`src/rtl/pre_tx_arbiter.sv`:
```
`default_nettype none
// ============================================================================
// Module      : pre_tx_arbiter
// Description : Multi-channel strobe-to-write front end for the TX FIFO.
//               Each channel shadows its payload while its strobe is low,
//               captures it on the strobe's rising edge, and a round-robin
//               arbiter issues one tagged FIFO write per Mclk falling edge.
// Revision    : 1.0 - initial release
// ============================================================================
module pre_tx_arbiter #(
   parameter int DATA_WIDTH  = 8,
   parameter int NUM_CH      = 4,
   parameter int CH_ID_WIDTH = 2
) (
   input  logic                              Mclk,
   input  logic                              Reset,
   input  logic [NUM_CH-1:0]                 Data_Available,
   input  logic [NUM_CH*DATA_WIDTH-1:0]      data_in,
   input  logic                              fifo_full,
   input  logic                              ovf_clr,
   output logic                              fifo_wrreq,
   output logic [CH_ID_WIDTH+DATA_WIDTH-1:0] fifo_data,
   output logic [NUM_CH-1:0]                 overflow
);

   // After reset the search starts just past the last channel, so channel 0
   // gets first priority.
   localparam logic [CH_ID_WIDTH-1:0] c_last_grant_rst = CH_ID_WIDTH'(NUM_CH - 1);

   logic [DATA_WIDTH-1:0]  r_shadow [NUM_CH];
   logic [DATA_WIDTH-1:0]  r_hold   [NUM_CH];
   logic [NUM_CH-1:0]      r_old;
   logic [NUM_CH-1:0]      r_pending;
   logic [CH_ID_WIDTH-1:0] r_last_grant;

   logic [NUM_CH-1:0]      w_rise;
   logic [NUM_CH-1:0]      w_ovf_set;
   logic [NUM_CH-1:0]      w_grant_oh;
   logic                   w_grant_vld;
   logic [CH_ID_WIDTH-1:0] w_grant_id;
   logic [DATA_WIDTH-1:0]  w_grant_data;
   int                     v_idx;

   // Rising-edge detect per channel; an overrun is a rise on a busy channel
   // that is not being drained in this same cycle.
   always_comb begin
      w_rise    = Data_Available & ~r_old;
      w_ovf_set = w_rise & r_pending & ~w_grant_oh;
   end

   // Round-robin search starting one past the last granted channel.
   always_comb begin
      w_grant_vld  = 1'b0;
      w_grant_id   = '0;
      w_grant_oh   = '0;
      w_grant_data = '0;
      v_idx        = 0;
      if (!fifo_full) begin
         for (int i = 1; i <= NUM_CH; i++) begin
            v_idx = int'(r_last_grant) + i;
            if (v_idx >= NUM_CH) begin
               v_idx = v_idx - NUM_CH;
            end
            if (!w_grant_vld && r_pending[v_idx]) begin
               w_grant_vld        = 1'b1;
               w_grant_id         = CH_ID_WIDTH'(v_idx);
               w_grant_oh[v_idx]  = 1'b1;
               w_grant_data       = r_hold[v_idx];
            end
         end
      end
   end

   // Per-channel shadow, capture and pending tracking.
   always_ff @(negedge Mclk or posedge Reset) begin
      if (Reset) begin
         for (int c = 0; c < NUM_CH; c++) begin
            r_shadow[c] <= '0;
            r_hold[c]   <= '0;
         end
         r_pending <= '0;
         // All ones: a strobe already high at release must be seen low first.
         r_old     <= '1;
      end else begin
         for (int c = 0; c < NUM_CH; c++) begin
            if (!Data_Available[c]) begin
               r_shadow[c] <= data_in[c*DATA_WIDTH +: DATA_WIDTH];
            end
            if (w_rise[c]) begin
               // A rise on a granted channel refills hold while the old
               // payload goes out, so the request stays pending.
               if (!r_pending[c] || w_grant_oh[c]) begin
                  r_hold[c]    <= r_shadow[c];
                  r_pending[c] <= 1'b1;
               end
            end else if (w_grant_oh[c]) begin
               r_pending[c] <= 1'b0;
            end
         end
         r_old <= Data_Available;
      end
   end

   // Registered FIFO write port and round-robin pointer.
   always_ff @(negedge Mclk or posedge Reset) begin
      if (Reset) begin
         fifo_wrreq   <= 1'b0;
         fifo_data    <= '0;
         r_last_grant <= c_last_grant_rst;
      end else if (w_grant_vld) begin
         fifo_wrreq   <= 1'b1;
         fifo_data    <= {w_grant_id, w_grant_data};
         r_last_grant <= w_grant_id;
      end else begin
         fifo_wrreq   <= 1'b0;
      end
   end

   // Sticky overrun flags; a new overrun wins over a simultaneous clear.
   always_ff @(negedge Mclk or posedge Reset) begin
      if (Reset) begin
         overflow <= '0;
      end else begin
         overflow <= (overflow & ~{NUM_CH{ovf_clr}}) | w_ovf_set;
      end
   end

endmodule
`default_nettype wire

```
`config.mk`:
```
export PLATFORM = sky130hd
export DESIGN_NAME = pre_tx_arbiter
export DESIGN_NICKNAME = d
export VERILOG_FILES = /design/src/rtl/pre_tx_arbiter.sv
export SDC_FILE = /design/constraint.sdc
export NUM_CORES = 1
export LEC_CHECK = 0
export BUFFER_PORTS_ARGS = -buffer_cell sky130_fd_sc_hd__buf_4
export CAP_MARGIN = 20
export CELL_PAD_IN_SITES_DETAIL_PLACEMENT = 1
export CELL_PAD_IN_SITES_GLOBAL_PLACEMENT = 1
export CORE_AREA = 2 2 109 111
export DETAILED_ROUTE_END_ITERATION = 6
export DIE_AREA = 0 0 111 113
export PLACE_DENSITY = 0.82
export SLEW_MARGIN = 20
export SYNTH_ARGS = -nofsm -noshare
export SYNTH_HDL_FRONTEND = slang
export SYNTH_SLANG_ARGS = --single-unit
```
`constraint.sdc`:
```
create_clock -name Mclk -period 4.8 [get_ports Mclk]
set_clock_uncertainty 0.15 [all_clocks]
set_input_delay 0.24 -clock Mclk [delete_from_list [all_inputs] [get_ports Mclk]]
set_output_delay 0.24 -clock Mclk [all_outputs]
set_load 0.01 [all_outputs]
```
==> results.cfg, run 1 <==
[timing]
drv_slew = 0
final-setup-viol-count = 0
tns_ns = 0
max_slew_margin = 0.4056
rsz0062_at_grt = no
tightest_slew_ns = 0.8916
finalHoldViolations = 0

[power_and_ir_drop]
powerDensity_nw_per_um2 = 759.6
leakagePower_uw = 0.002466
ir_worst_vdd_mv = 0.4644

[flow_run]
drv_cap = 0

[die]
core_area_sq_um = 11270
die_w_um = 111
dieHeight_um = 113
ios = 55
design.die.area_sq_um = 12540
rows = 39
initial_core_util = 0.4763

[min_path]
hp-class = reg2reg
min_from = r_shadow[14]$_DFFE_NP0N_

[final_layout]
final_core_util = 0.5448
antennaDiodeCount = 0
layout-drive-gt1-share = 0.3473
areaGrowthSynthToFinish_pct = 14.38
nets = 544

[global_routing]
grt_pass1_wl_mm = 22.17
antenna_found_initial = 0
globalRouteTotalUtil = 0.2232
grt_max_degree = 55
grt_pass1_vias = 4322
grt_overflow = 0

[setup_path]
crit_fanout = 12
crit_family = compound AO/OA/AOI/OAI gates
crit_slowest_cell = or4b_2
crit_path_end_kind = flip-flop
crit_start = fifo_full
worstPathRequired_ns = 2.44
crit_buf_inv = 1
worstSetupStartpointType = input pin
worst_ep_arrival_time_ns = 2.00
crit_type = in2reg
critical-path-max-stage-delay_ns = 0.60
r2r_slack_ns = 1.05
r2r_start = r_last_grant[0]$_DFFE_NP1P_
cp_cell_sequence = buf_4, or4b_2, o21ai_0, a21oi_1, o21bai_4, mux2_2

[routing]
wl_per_cell_um = 21.15
drt_iter0_drc = 344
drc_errors = 0
via_count = 4033
first_pass_iters = 4
avgViaCountPerCell = 6.262
antenna_left = 0
finalWirelength_mm = 13.62

[logic_synthesis]
synth_area_per_cell_sq_um = 11.70
synth_edf_count = 0
synth_fp_nets = 507
synth.distinct_cells = 47
ys_ff_latch = 89
synth_cells = 459
synthFlopType = dfrtn_1
postSynth.asyncResetShare = 1.000
seq_area_frac_synth = 0.4162
ys_warn_count = 0
synth_area_sq_um = 5369

[place]
io_buffer_count = 54
gp_congestion = 0.8415
dp_hpwl_mm = 9.848

[cts]
clk_latency_ns = 0.39
cts_buffers = 9
cts_root_buf = clkbuf_16
post_cts_resize_count = 0
clock-sinks = 89
clk_pin_slew_ns = 0.05
clockBufferDepth = 2
post_cts_buffers = 0
ctsHtreeMaxLevel = 3
cts_tree = yes
postCtsHoldBufs = 0

[outcome]
run_status = finished clean
==> synth_stat cells (3+ instances only) <==
master / n / area (sq um)
mux2_2: 42 / 473.0
o21ai_2: 3 / 26.28
o211ai_1: 24 / 180.2
o2111ai_1: 24 / 210.2
ha_1: 8 / 100.1
or3b_2: 3 / 26.28
buf_1: 8 / 30.03
dfrtn_1: 83 / 2077
o21ai_0: 3 / 15.01
or2_1: 3 / 18.77
nor2b_1: 7 / 43.79
a21oi_1: 24 / 120.1
a221oi_1: 9 / 78.83
inv_1: 5 / 18.77
buf_4: 4 / 30.03
nor2_1: 13 / 48.80
nand2b_1: 9 / 56.30
dfstp_2: 6 / 157.7
mux4_2: 35 / 788.3
clkbuf_1: 14 / 52.55
nand2_1: 62 / 232.7
nor3b_1: 3 / 22.52
o21bai_1: 4 / 30.03
a22o_1: 3 / 26.28
mux2i_1: 7 / 70.07
buf_2: 13 / 65.06
o211a_1: 3 / 30.03
nand3b_1: 9 / 67.56
o22ai_1: 5 / 31.28
==> layout by cell type (no fill, tap or decap), types with 3 or more instances in the layout <==
master     instances
or2_1              3
clkbuf_16          9
nand3b_1           9
o211ai_1          24
a21oi_1           24
a22o_1             3
o21ai_0            3
o211a_1            3
dfstp_2            6
nor3b_1            3
o2111ai_1         24
nor2_1            13
inv_1             10
mux2_2            42
a221oi_1           9
o21bai_1           4
o21ai_2            3
nor2b_1            7
mux4_2            35
o22ai_1            5
dfrtn_1           83
or3b_2             3
mux2i_1            7
ha_1               8
buf_4             60
nand2b_1           9
nand2_1           62
==> through the flow <==
step	total power [uW]	hold WS, ns	area [sq um]	std cells	setup slack (ns)
detailed placement	3952	0.3015	5833	623	0.07492
finish	4665	0.2950	6141	644	0.4357
global placement	3783	0.2894	5833	623	0.1627
floorplan	3311	0.2692	5373	459	0.3943
CTS	4673	0.2980	6141	644	0.4312
global route	4969	0.3233	6141	644	0.2839
==> path summary, 6_finish.rpt <==
| path | cells past startpoint | endpoint |
|---|---|---|
| max in group asynchronous | 3 | r_last_grant[1]$_DFFE_NP1P_ |
| max reg2reg | 5 | r_hold[31]$_DFFE_NP0P_ |
| max | 6 | r_hold[15]$_DFFE_NP0P_ |
| min | 1 | r_hold[14]$_DFFE_NP0P_ |
| min in group asynchronous | 2 | r_shadow[20]$_DFFE_NP0N_ |
| min reg2reg | 1 | r_hold[14]$_DFFE_NP0P_ |
==> kinds of logic after synthesis <==
| logic type | after synthesis | share of synthesized area |
|---|---|---|
| AND/OR/NAND/NOR | 117 | 0.1060 |
| AO/OA/AOI/OAI | 112 | 0.1664 |
| flip-flops | 89 | 0.4162 |
| multiplexers | 85 | 0.2501 |
| buffers and inverters | 46 | 0.03938 |
| adder cells (fa/ha/maj) | 8 | 0.01864 |
| XOR/XNOR | 2 | 0.003263 |
==> flip-flops by register name (all words and copies together), names as in the netlist <==
register      count
r_hold           32
overflow          4
fifo_data        10
r_last_grant      2
fifo_wrreq        1
r_shadow         32
r_old             4
r_pending         4
==> layout make-up <==
type | count | area (sq um)
clock buffers | 10 | 229.0
repair buffers | 61 | 470.5
inverters | 5 | 22.52
clock inverters | 12 | 82.58
flip-flops and latches | 89 | 2235
fillers | 1177 | 5131
well taps | 143 | 178.9
multi-input cells | 324 | 2923
==> power breakdown <==
part           leakage, uW  switching, uW  total [uW]  internal (uW)
sequential         0.00100            364        1380           1010
clock             0.000176            298         706            407
combinational      0.00129           1360        2580           1220
==> metal layers <==
metal,up-vias,GRT usage,routed length (um)
met2,92,0.3992,7192
met3,13,0.03374,665
met4,0,0.06750,184
met1,2088,0.2822,5577
li1,1840,-,-
met5,-,0,0
==> worst register-to-register path, cell delays in order (launching register included) <==
cell	delay (ns)
dfstp_2	0.52
buf_4	0.59
mux4_2	0.88
a211oi_2	0.69
o211a_1	0.50
o211ai_1	0.18
Note: power is estimated with default switching activity, not from simulation.
==> inputs of run 2 (changes only) <==
--- a/config.mk
+++ b/config.mk
@@ -9,10 +9,10 @@
 export CAP_MARGIN = 20
 export CELL_PAD_IN_SITES_DETAIL_PLACEMENT = 1
 export CELL_PAD_IN_SITES_GLOBAL_PLACEMENT = 1
-export CORE_AREA = 2 2 109 111
+export CORE_AREA = 2 2 115 117
 export DETAILED_ROUTE_END_ITERATION = 6
-export DIE_AREA = 0 0 111 113
-export PLACE_DENSITY = 0.82
+export DIE_AREA = 0 0 117 119
+export PLACE_DENSITY = 0.78
 export SLEW_MARGIN = 20
 export SYNTH_ARGS = -nofsm -noshare
 export SYNTH_HDL_FRONTEND = slang
==> constraint.sdc (replaced) <==
create_clock -name Mclk -period 3.5 [get_ports Mclk]
set_clock_uncertainty 0.15 [all_clocks]
set_input_delay 0.175 -clock Mclk [delete_from_list [all_inputs] [get_ports Mclk]]
set_output_delay 0.175 -clock Mclk [all_outputs]
set_load 0.01 [all_outputs]
==> run 2 against run 1 <==
  * Clock power up 50%
  * First-iteration DRC count down 3.2%
  * Flip-flop and latch count unchanged
  * Hold slack worse by 0.012 ns
  * Non-clock buffer count up 23
  * Sequential share of layout area down 1.6 points
  * Utilization down 4.6 points
  * Critical path depth unchanged
  * Design area up 4.6%
  * Critical path type unchanged
  * Final cell count up 8.7%
  * Via count up 3.9%
  * Routed wire length up 5.8%
==> results.cfg, run 2 (synthesis gave the netlist of run 1 again) <==
[outcome]
run_status = finished clean

[final_layout]
areaGrowthSynthToFinish_pct = 19.67
mostFrequentLayoutCell = dfrtn_1
nets = 567
final_cell_mix = 83 x dfrtn_1, 82 x buf_4, 62 x nand2_1, 41 x mux2_2, 35 x mux4_2
layout-drive-gt1-share = 0.3836
antennaDiodeCount = 0
reg_top3 = r_hold x32, r_shadow x32, fifo_data x10
n_fill_cell = 1388

[setup_path]
crit_type = in2reg
critical-path-max-stage-delay_ns = 0.48
worstSetupStartpointType = input pin
crit_slowest_cell = or4b_4
cp_cell_sequence = buf_4, or4b_4, o21ai_2, a21oi_2, o21bai_4, mux2_2
crit_path_end_kind = flip-flop
worstPathRequired_ns = 1.80
r2r_start = r_last_grant[1]$_DFFE_NP1P_
crit_buf_inv = 1
crit_fanout = 8
crit_family = compound AO/OA/AOI/OAI gates
crit_start = fifo_full
worst_ep_arrival_time_ns = 1.67

[place]
dp_hpwl_mm = 10.46
gp_congestion = 0.8619
io_buffer_count = 54

[timing]
tightest_slew_ns = 0.7965
max_slew_margin = 0.4690
final-setup-viol-count = 0
tns_ns = 0
drv_slew = 0
finalHoldViolations = 0
rsz0062_at_grt = no

[routing]
via_count = 4189
finalWirelength_mm = 14.41
drt_iter0_drc = 333
first_pass_iters = 4
drc_errors = 0
avgViaCountPerCell = 5.984
wl_per_cell_um = 20.59
antenna_left = 0

[cts]
cts_tree = yes
post_cts_resize_count = 0
post_cts_buffers = 0
clockBufferDepth = 2
postCtsHoldBufs = 0
clk_pin_slew_ns = 0.05
ctsHtreeMaxLevel = 3
clk_latency_ns = 0.40
cts_root_buf = clkbuf_16
cts_buffers = 9
clock-sinks = 89

[power_and_ir_drop]
ir_worst_vdd_mv = 0.3512
power.internal_uw = 3901
switching_share = 0.4258
pwr-share-seq = 0.277
switching_power_uw = 2893
pwr-share-comb = 0.566
leakagePower_uw = 0.002603
powerDensity_nw_per_um2 = 1057
pwr-share-clk = 0.156
power_uw = 6794

[die]
design.die.area_sq_um = 13920
rows = 42
initial_core_util = 0.4170
die_w_um = 117
core_area_sq_um = 12870
ios = 55
dieHeight_um = 119

[global_routing]
globalRouteTotalUtil = 0.2220
grt_pass1_wl_mm = 23.98
grt_max_degree = 36
grt_pass1_vias = 4548
antenna_found_initial = 0
grt_overflow = 0

[min_path]
hp-class = reg2reg
min_from = overflow[2]$_DFF_NP0_

[flow_run]
drv_cap = 0
-- run 2: cell count changes in the layout (fill, tap and decap cells not counted), sizes merged --
cell / previous run / this run
clkinvlp: 2 / 3
buf: 61 / 84
clkinv: 3 / 1
inv: 11 / 10
clkbuf: 10 / 12
-- run 2: layout make-up --
| cell class | count | area [sq um] | share of cell area |
|---|---|---|---|
| Clock inverter | 10 | 68.82 | 0.01071 |
| Sequential cell | 89 | 2235 | 0.3478 |
| Clock buffer | 12 | 277.8 | 0.04323 |
| Timing Repair Buffer | 84 | 655.6 | 0.1020 |
| Inverter | 5 | 22.52 | 0.003505 |
| Multi-Input combinational cell | 324 | 2945 | 0.4584 |
| Tap cell | 176 | 220.2 | 0.03427 |
-- run 2: power by group through the flow --
stage | Sequential, uW | Clock (uW) | Combinational, uW
floorplan | 1680 | 12.4 | 2870
global placement | 1840 | 12.4 | 3590
detailed placement | 1890 | 12.4 | 3800
CTS | 1870 | 1090 | 3840
global route | 1930 | 1130 | 4170
finish | 1880 | 1060 | 3850
-- run 2: final timing paths --
kind	to	slack [ns]	depth (start not counted)
setup / recovery	r_hold[13]$_DFFE_NP0P_	0.12	6
hold / removal	overflow[2]$_DFF_NP0_	0.28	1
setup reg to reg	r_hold[5]$_DFFE_NP0P_	0.30	7
hold reg to reg	overflow[2]$_DFF_NP0_	0.28	1
max in group asynchronous	r_shadow[19]$_DFFE_NP0N_	1.18	4
min in group asynchronous	r_shadow[30]$_DFFE_NP0N_	1.31	2
-- run 2: worst register-to-register path, cell delays in order, from the launching register on --
cell,delay [ns]
dfstp_2,0.52
inv_1,0.12
ha_1,0.54
mux4_2,0.47
buf_4,0.26
a211oi_2,0.34
o211a_1,0.41
o211ai_1,0.16
-- run 2: metal layers --
metal | share of wire | vias to the layer above | track usage
met5 | 0 | - | 0
met4 | 0.032 | 0 | 0.08971
met3 | 0.045 | 27 | 0.03613
met2 | 0.52 | 110 | 0.3692
met1 | 0.41 | 2178 | 0.2873
li1 | - | 1874 | -
-- run 2: stage by stage --
step	setup slack, ns	utilization	instance area, sq um	hold slack, ns	std cells
2_1_floorplan	-0.02073	-	5400	0.2692	459
3_3_place_gp	-0.1940	0.4724	6082	0.2936	679
3_5_place_dp	-0.2476	0.4724	6082	0.2945	679
4_1_cts	0.1301	0.4990	6425	0.2944	700
5_1_grt	0.06077	0.4990	6425	0.3086	700
6_report	0.1237	0.4990	6425	0.2834	700
